## src/rtl/otter_pkg.sv

```systemverilog
// Shared control-unit definitions: FSM state encoding and RV32I opcode/funct3 constants
// used by the control FSM and the instruction decoder.
package otter_pkg;

    typedef enum logic [2:0] {
        INIT  = 3'd0,
        FETCH = 3'd1,
        EXEC  = 3'd2,
        WB    = 3'd3,
        INTR  = 3'd4
    } cu_state_e;

    localparam logic [6:0] OPC_LOAD   = 7'b0000011;
    localparam logic [6:0] OPC_STORE  = 7'b0100011;
    localparam logic [6:0] OPC_BRANCH = 7'b1100011;
    localparam logic [6:0] OPC_OP     = 7'b0110011;
    localparam logic [6:0] OPC_OP_IMM = 7'b0010011;
    localparam logic [6:0] OPC_LUI    = 7'b0110111;
    localparam logic [6:0] OPC_AUIPC  = 7'b0010111;
    localparam logic [6:0] OPC_JAL    = 7'b1101111;
    localparam logic [6:0] OPC_JALR   = 7'b1100111;
    localparam logic [6:0] OPC_SYSTEM = 7'b1110011;

    localparam logic [2:0] FUNC_MRET  = 3'b000;
    localparam logic [2:0] FUNC_CSRRW = 3'b001;

endpackage

```

## src/rtl/cu_fsm_if.sv

```systemverilog
// Memory handshake between the control FSM and the dual-port memory.
// A read enable is held until the matching valid is seen; valid has no effect unless its enable is high.
interface cu_fsm_if;
    logic mem_rden1;
    logic mem_valid1;
    logic mem_rden2;
    logic mem_valid2;
    logic mem_we2;

    modport master (
        output mem_rden1, mem_rden2, mem_we2,
        input  mem_valid1, mem_valid2
    );

    modport slave (
        input  mem_rden1, mem_rden2, mem_we2,
        output mem_valid1, mem_valid2
    );
endinterface

```

## src/rtl/cu_fsm_instret_counter.sv

```systemverilog
// Retired-instruction counter: increments once per completed instruction, wraps naturally.
module instret_counter #(
    parameter int INSTRET_W = 32
) (
    input  logic                 clk,
    input  logic                 rst_n,
    input  logic                 inc,
    output logic [INSTRET_W-1:0] count
);
    logic [INSTRET_W-1:0] count_q;

    always_ff @(posedge clk or negedge rst_n) begin
        if (!rst_n) begin
            count_q <= '0;
        end else if (inc) begin
            count_q <= count_q + {{(INSTRET_W-1){1'b0}}, 1'b1};
        end
    end

    assign count = count_q;
endmodule

```

## src/rtl/cu_fsm.sv

```systemverilog
// Multi-cycle control FSM: INIT -> FETCH -> EXEC [-> WB] -> (INTR) -> FETCH,
// with Mealy-decoded strobes and a retired-instruction counter.
module cu_fsm
    import otter_pkg::*;
#(
    parameter int INSTRET_W = 32
) (
    input  logic                 clk,
    input  logic                 rst_n,
    input  logic [6:0]           ir_opcode,
    input  logic [2:0]           ir_func,
    input  logic                 intr,
    input  logic                 csr_mie,
    cu_fsm_if.master             mem,
    output logic                 rst_out,
    output logic                 pc_write,
    output logic                 reg_write,
    output logic                 csr_we,
    output logic                 int_taken,
    output logic                 mret_exec,
    output logic [INSTRET_W-1:0] instret,
    output cu_state_e            dbg_state_o
);
    cu_state_e state_q, state_d;
    logic      rden1, rden2, we2, complete;

    always_ff @(posedge clk or negedge rst_n) begin
        if (!rst_n) state_q <= INIT;
        else        state_q <= state_d;
    end

    always_comb begin
        state_d   = state_q;
        rst_out   = 1'b0;
        pc_write  = 1'b0;
        reg_write = 1'b0;
        rden1     = 1'b0;
        rden2     = 1'b0;
        we2       = 1'b0;
        csr_we    = 1'b0;
        int_taken = 1'b0;
        mret_exec = 1'b0;
        complete  = 1'b0;
        case (state_q)
            INIT: begin
                rst_out = 1'b1;
                state_d = FETCH;
            end
            FETCH: begin
                rden1 = 1'b1;
                if (mem.mem_valid1) state_d = EXEC;
            end
            EXEC: begin
                // Everything except a load retires here; unknown opcodes fall through as NOPs.
                complete = 1'b1;
                pc_write = 1'b1;
                case (ir_opcode)
                    OPC_LOAD: begin
                        complete = 1'b0;
                        pc_write = 1'b0;
                        rden2    = 1'b1;
                        state_d  = WB;
                    end
                    OPC_STORE: we2 = 1'b1;
                    OPC_OP, OPC_OP_IMM, OPC_LUI, OPC_AUIPC, OPC_JAL, OPC_JALR:
                        reg_write = 1'b1;
                    OPC_SYSTEM: begin
                        if (ir_func == FUNC_MRET) begin
                            mret_exec = 1'b1;
                        end else if (ir_func == FUNC_CSRRW) begin
                            csr_we    = 1'b1;
                            reg_write = 1'b1;
                        end
                    end
                    default: ;
                endcase
            end
            WB: begin
                rden2 = 1'b1;
                if (mem.mem_valid2) begin
                    reg_write = 1'b1;
                    pc_write  = 1'b1;
                    complete  = 1'b1;
                end
            end
            INTR: begin
                int_taken = 1'b1;
                pc_write  = 1'b1;
                state_d   = FETCH;
            end
            default: state_d = INIT;
        endcase
        // Interrupts are only looked at on the retiring cycle.
        if (complete) state_d = (intr && csr_mie) ? INTR : FETCH;
    end

    assign mem.mem_rden1 = rden1;
    assign mem.mem_rden2 = rden2;
    assign mem.mem_we2   = we2;
    assign dbg_state_o   = state_q;

    instret_counter #(.INSTRET_W(INSTRET_W)) u_instret (
        .clk   (clk),
        .rst_n (rst_n),
        .inc   (complete),
        .count (instret)
    );
endmodule

```

## src/flat_wrapper.sv

```systemverilog
// flat-port wrapper written by rule: the top's interface ports become plain ports
module cu_fsm_flat import otter_pkg::*;
#(
    parameter int INSTRET_W = 32
)
  (clk, rst_n, ir_opcode, ir_func, intr, csr_mie, rst_out, pc_write, reg_write, csr_we, int_taken, mret_exec, instret, dbg_state_o, mem_mem_rden1, mem_mem_rden2, mem_mem_we2, mem_mem_valid1, mem_mem_valid2);
  cu_fsm_if mem_i ();
  input  logic clk;
  input  logic rst_n;
  input  logic [6:0] ir_opcode;
  input  logic [2:0] ir_func;
  input  logic intr;
  input  logic csr_mie;
  output logic rst_out;
  output logic pc_write;
  output logic reg_write;
  output logic csr_we;
  output logic int_taken;
  output logic mret_exec;
  output logic [INSTRET_W-1:0] instret;
  output cu_state_e dbg_state_o;
  output wire logic [$bits(mem_i.mem_rden1)-1:0] mem_mem_rden1;
  output wire logic [$bits(mem_i.mem_rden2)-1:0] mem_mem_rden2;
  output wire logic [$bits(mem_i.mem_we2)-1:0] mem_mem_we2;
  input wire logic [$bits(mem_i.mem_valid1)-1:0] mem_mem_valid1;
  input wire logic [$bits(mem_i.mem_valid2)-1:0] mem_mem_valid2;
  assign mem_mem_rden1 = mem_i.mem_rden1;
  assign mem_mem_rden2 = mem_i.mem_rden2;
  assign mem_mem_we2 = mem_i.mem_we2;
  assign mem_i.mem_valid1 = mem_mem_valid1;
  assign mem_i.mem_valid2 = mem_mem_valid2;
  cu_fsm #(.INSTRET_W(INSTRET_W)) u_core (.clk(clk), .rst_n(rst_n), .ir_opcode(ir_opcode), .ir_func(ir_func), .intr(intr), .csr_mie(csr_mie), .mem(mem_i), .rst_out(rst_out), .pc_write(pc_write), .reg_write(reg_write), .csr_we(csr_we), .int_taken(int_taken), .mret_exec(mret_exec), .instret(instret), .dbg_state_o(dbg_state_o));
endmodule
```

## config.mk

```make
export PLATFORM = sky130hd
export DESIGN_NAME = cu_fsm_flat
export DESIGN_NICKNAME = d
export VERILOG_FILES = /design/src/rtl/otter_pkg.sv /design/src/rtl/cu_fsm_if.sv /design/src/rtl/cu_fsm_instret_counter.sv /design/src/rtl/cu_fsm.sv /design/src/flat_wrapper.sv
export SDC_FILE = /design/constraint.sdc
export NUM_CORES = 1
export LEC_CHECK = 0
export BUFFER_PORTS_ARGS = -buffer_cell sky130_fd_sc_hd__clkbuf_2
export CORE_MARGIN = 4
export CORE_UTILIZATION = 40
export DETAILED_ROUTE_END_ITERATION = 6
export GPL_TIMING_DRIVEN = 1
export PLACE_DENSITY = 0.73
export SLEW_MARGIN = 10
export SYNTH_ARGS = -nofsm -noshare
export SYNTH_HDL_FRONTEND = slang
export SYNTH_SLANG_ARGS = --single-unit
```

## constraint.sdc

```tcl
create_clock -name clk -period 1.6 [get_ports clk]
set_input_delay 0.32 -clock clk [delete_from_list [all_inputs] [get_ports clk]]
set_output_delay 0.32 -clock clk [all_outputs]
set_load 0.01 [all_outputs]
```

# == Word-level counts from Yosys, hierarchy flattened ==
# Cells that the tools add are included.
# classes
addsub,1
eq_ne,17
mux,25
reduce_logical,6
# ops
operator,count
$add 32x1->32 const B,1
$eq 7x6->1 const B,3
$eq 7x7->1 const B,3
$mux 1,15
$eq 7x5->1 const B,2
$mux 3,4
$pmux 3 s4,1
$pmux 1 s2,4
$eq 7x2->1 const B,1
$eq 3x1->1 const B,2
$eq 3x2->1 const B,2
$logic_not 3->1,2
$ne 3x2->1 const B,2
$reduce_or 6->1,1
$eq 3x3->1 const B,1
$pmux 1 s3,1
$reduce_and 3->1,1
$ne 2x1->1 const B,1
$reduce_or 2->1,1
$logic_and 1x1->1,1
# word_totals
reg_bits,35
in_bits,16
out_inout_bits,44

# == Longest topological paths before layout ==
# depth
ltp_word,5
mapped_depth,7

# == Hierarchy ==
# Synthesis repeated with hierarchy kept, for this count alone.
# unflattened
cells_unflattened,161
area_unflattened_um2,1751.7
# modules_own_cells
module,instances,cells_per_inst,area_each_um2
instret_counter,1,123,1448.9
cu_fsm,1,38,302.8

# == Least setup slack after synthesis ==
# Ideal clock, no wire load.
# synth_path
path_kind,reg2out
start,register u_core.state_q[0] (netlist: u_core.dbg_state_o[0])
end,output pc_write
t_arrival_ns,1.562
required_time_ns,1.280
slack_ns,-0.282
path_stages_with_launch,6
cell_sequence,dfrtp_1 buf_2 nor4_1 nand2_1 nor3b_2 or2_2
# synth_between
elab_chain_cells,2
elab_cells_between_ends,4
# synth_rtl
element,line,source
start: declaration,cu_fsm.sv:24,"cu_state_e state_q, state_d;"
start signal: assignment,cu_fsm.sv:29,else state_q <= state_d;
$eq 3x3->1 / $eq 3x2->1 (equally long branches),cu_fsm.sv:44,case (state_q)
$pmux 1 s3 (*),cu_fsm.sv:44,
end: declaration,flat_wrapper.sv:15,output logic pc_write;
# Mark *: on every way between the ends. The rest lies on a longest branch, timed or not.

# == Final worst setup path ==
# layout_path
start,register u_core.state_q[2] (netlist: u_core.dbg_state_o[2])
end,output pc_write
# Same word-level chain as after synthesis.

==> impl_summary.md <==
Status
The run finished, with violations left. The final reports fail on negative setup slack.

CTS
TritonCTS built the clock tree. Clock tree synthesis found a total of 35 sinks. The number of hold buffers added after CTS was 0. Buffers inserted during clock tree synthesis total 5. The number of H-tree levels is 2. The register clock-pin slew on the reported worst setup and hold paths is about 0.070 ns.

The root buffer cell is sky130_fd_sc_hd__clkbuf_8. The maximum clock insertion buffer count is 2. The clock network latency to the later pin of the worst-skew pair is 0.29 ns.

Synth
The synthesized area per cell is 10.4 um^2. The Yosys step of the flow raised 0 warnings. Yosys attributes the largest share of cell area to sky130_fd_sc_hd__dfrtp_1, sky130_fd_sc_hd__xnor2_1, sky130_fd_sc_hd__xor2_1. The number of enable flip-flop cells after synthesis is 0.

Summed over all instances, the cell type with the most area after synthesis is sky130_fd_sc_hd__dfrtp_1. By count the netlist is led by sky130_fd_sc_hd__dfrtp_1, sky130_fd_sc_hd__nand2_1, sky130_fd_sc_hd__xnor2_1. The post-synth design cell area is 0.00179 mm^2. The sequential area share after synthesis is between 40% and 50%. The distinct cell type count of the synthesized netlist is 37.

The synthesized design devotes to its leading area cell type 49.0% of total area. Among all flip-flop cells after synthesis, the most frequent one is sky130_fd_sc_hd__dfrtp_1. The proportion of synthesized flip-flops having asynchronous set or reset is 100%. The post-synthesis instance total is 172. The synthesized net count is roughly 190. The synthesis-stage register bit count is 35. Yosys instantiated no cell more often than sky130_fd_sc_hd__dfrtp_1.

Power and ir drop
The clock network fraction of total power is a little over a fifth. The total internal power is 0.00223 W. Summed over all cells, the static leakage comes to between 1 and 1.5 nW. The net switching power is ~0.0011 W.

In this run, the combinational gates consume 45.8% of the power. In this run switching power makes up around a third of total power. The maximum resistive drop on vdd is roughly 0.76 mV.

The share of total power in sequential cells is about a third. In this run the power density over the cells is 1130 mW/mm^2.

Die
The floorplan core area is approximately 0.0044 mm^2. The die is between 70 and 80 um wide. The floorplan step defined a die boundary enclosing between 0.005 and 0.006 mm^2. The die height is between 70 and 80 um. The site row count is 24.

The top-level I/O count is 60. The initial cell density of the core is 41.1%.

Finish
The net count of the finished layout is between 300 and 400. The post-route cell area is between 0.002 and 0.003 mm^2. The area growth from synthesis to layout is 64.7%. 0 antenna diodes ended up in the layout. The post-layout instance count excluding filler cells is 339. The share of cells above drive strength 1 is roughly 58%.

Worst setup path
The worst setup path category is reg2out. Of all nets on the critical path, the largest fanout is 3. STA classifies the critical path endpoint as an output port. The endpoint identified for the worst register-to-register timing path is u_core.u_instret.count[28]. The signal on the critical path passes through nand2b_4, buf_4, buf_6, buf_6, nor3b_4, or2_4, buf_6. At the worst endpoint, the required time is between 1 and 1.5 ns.

The slowest stage of the critical path is the sky130_fd_sc_hd__dfrtp_2 cell. The worst register-to-register path begins at u_core.dbg_state_o[2]. Setup slack on the worst reg-to-reg path comes out at -0.34 ns. STA classifies the critical path startpoint as a flip-flop.

The worst register-to-register path has a depth of 6. On the worst path, the slowest cell contributes a delay of slightly above 0.4 ns. At the worst endpoint, the arrival time is 1.65 ns.

The most numerous cell type found on the critical path is sky130_fd_sc_hd__buf_6.

STA
The fraction of the cycle the final worst path needs is 123%. The number of setup violations in the final report is between 40 and 50. Static timing analysis puts the maximum clock frequency at 507 MHz. The final-report max-slew violation count was 0. The worst-case setup margin in the final layout is -0.374 ns.

The sum of negative setup slack is -8.90 ns. The final hold violation count came to 0. The maximum clock skew at final layout is between 0.006 and 0.007 ns. The worst relative slew slack is between 50% and 60%. The final worst hold slack is 0.0233 ns. At the pin with the least slew margin, the transition time is 0.618 ns. Setup repair after global routing could not meet its margin everywhere. The minimum period implied by the final worst setup slack is between 1.5 and 2 ns.

Place
The placement-stage cell area is around 0.0025 mm^2. OpenSTA, run right after detailed placement, puts the worst setup slack at -0.171 ns. The routability-driven placement congestion ratio is 0.747.

The number of placed instances, taps included, is ~320. The final HPWL from detailed placement is about 3300 um. During placement, the flow inserted port buffers numbering just under 60.

GRT
The number of antenna violations at the first check in global routing is 0. The via count of the first global-routing pass was 1635. The first-pass GRT wire length is 7070 um. The overall fraction of global-route tracks in use is between 10% and 20%. The total overflow left after global routing is 0. The pin count of the biggest net entering global routing is 25.

Drt
For this block, the routed nets add up to 4850 um of wire. The first-pass iteration count of the detailed router is 4. After detailed routing, the average wire length per cell comes to approximately 14 um. After detailed routing, the number of remaining DRC violations is 0. The via density per instance is between 4 and 5. The number of nets with antenna violations after routing is 0. The overall via count from detail_route is about 1700. The number of DRC markers in iteration 0 is 53.

Run
The number of maximum-capacitance violations is 0.

Min path
In this run the worst hold path is classified as in2async.
-- worst max path at each step --
stage,startpoint,to,slack [ns],cells after the start
after floorplan,u_core.u_instret.count[1],u_core.u_instret.count[28],-0.18,6
after global placement,ir_opcode[3],pc_write,-0.14,6
after detailed placement,u_core.u_instret.count[0],u_core.u_instret.count[26],-0.17,6
after CTS,u_core.dbg_state_o[2],reg_write,-0.37,7
after global routing,u_core.dbg_state_o[2],reg_write,-0.46,7
final,u_core.dbg_state_o[2],pc_write,-0.37,7
-- per-stage QoR --
step / total power, W / util [%]
6_report: 0.00333 / 67.6
5_1_grt: 0.00352 / 67.6
4_1_cts: 0.00311 / 62.0
3_5_place_dp: 0.00227 / 56.8
3_3_place_gp: 0.00226 / 56.8
2_1_floorplan: 0.00168 / -
-- timing repair --
action | in CTS | in global routing
endpoints found under the hold margin | 0 | 0
pin swaps | 21 | 20
endpoints found under the setup margin | 29 | 39
setup buffers | 4 | 10
gates resized for setup | 20 | 51
-- sequential cells by signal, summed over array words and instances, names as in the netlist --
register and flops:
u_core.u_instret.count 32, u_core.dbg_state_o 3
-- cells by family (layout without fill, tap and decap cells) --
| kind of cell | after synthesis | count (layout) | share of synthesized area (%) |
|---|---|---|---|
| DFF | 35 | 35 | 49.0 |
| AOI/OAI and AO/OA | 7 | 7 | 2.59 |
| xor gates and xnor gates | 31 | 31 | 15.2 |
| muxes | 1 | 1 | 0.630 |
| and+or+nand+nor | 90 | 90 | 30.3 |
| adders and majority gates | 1 | 1 | 0.700 |
| buffers and inverters | 7 | 122 | 1.61 |
-- worst max-delay path, delay by kind of cell (launching register included) --
family	cells	cell delay, ns
buf+inv	4	0.45
flops	1	0.41
simple gates	3	0.52
-- cell usage in the layout, fill, tap and decap left out, types with 2 or more instances in the layout --
cell,count
sky130_fd_sc_hd__nor2b_1,2
sky130_fd_sc_hd__xnor2_1,16
sky130_fd_sc_hd__nand2_1,13
sky130_fd_sc_hd__nor3_1,3
sky130_fd_sc_hd__nor2_4,4
sky130_fd_sc_hd__nand3_2,5
sky130_fd_sc_hd__buf_4,42
sky130_fd_sc_hd__buf_6,8
sky130_fd_sc_hd__xor2_1,14
sky130_fd_sc_hd__buf_2,7
sky130_fd_sc_hd__inv_1,5
sky130_fd_sc_hd__nor3b_4,3
sky130_fd_sc_hd__o21a_1,2
sky130_fd_sc_hd__and2_4,2
sky130_fd_sc_hd__and3_4,2
sky130_fd_sc_hd__nor3_2,4
sky130_fd_sc_hd__nor4_4,4
sky130_fd_sc_hd__nor2_2,4
sky130_fd_sc_hd__nand3_1,6
sky130_fd_sc_hd__o21ai_0,2
sky130_fd_sc_hd__clkbuf_2,49
sky130_fd_sc_hd__nand2_2,4
sky130_fd_sc_hd__buf_8,3
sky130_fd_sc_hd__and3_1,4
sky130_fd_sc_hd__dfrtp_1,33
sky130_fd_sc_hd__nand4_1,7
sky130_fd_sc_hd__dfrtp_2,2
sky130_fd_sc_hd__nor2b_4,3
sky130_fd_sc_hd__clkbuf_8,7
sky130_fd_sc_hd__nor2_1,6
-- layer usage --
layer	track usage, %	vias up	wire, um
li1	-	824	-
met1	19.3	809	2060
met2	28.3	38	2490
met3	4.41	9	201
met4	6.52	0	93
met5	0	-	0
-- power groups by stage --
stage                     sequential [W]  clock [W]  combinational, W
after floorplan                  0.00122          0          0.000459
after global placement           0.00109          0           0.00116
after detailed placement         0.00110          0           0.00117
after CTS                        0.00108   0.000732           0.00129
after global routing             0.00110   0.000766           0.00165
final                            0.00109   0.000720           0.00153
-- area by class of cell --
class | count | area [um^2]
clock inverters | 1 | 7.51
multi-input cells | 130 | 1150
fillers | 338 | 1410
inverters | 5 | 18.8
clock buffers | 7 | 96.3
flip-flops and latches | 35 | 878
repair buffers | 109 | 731
well taps | 52 | 65.1
No activity file was read; power rests on OpenSTA's default activity.
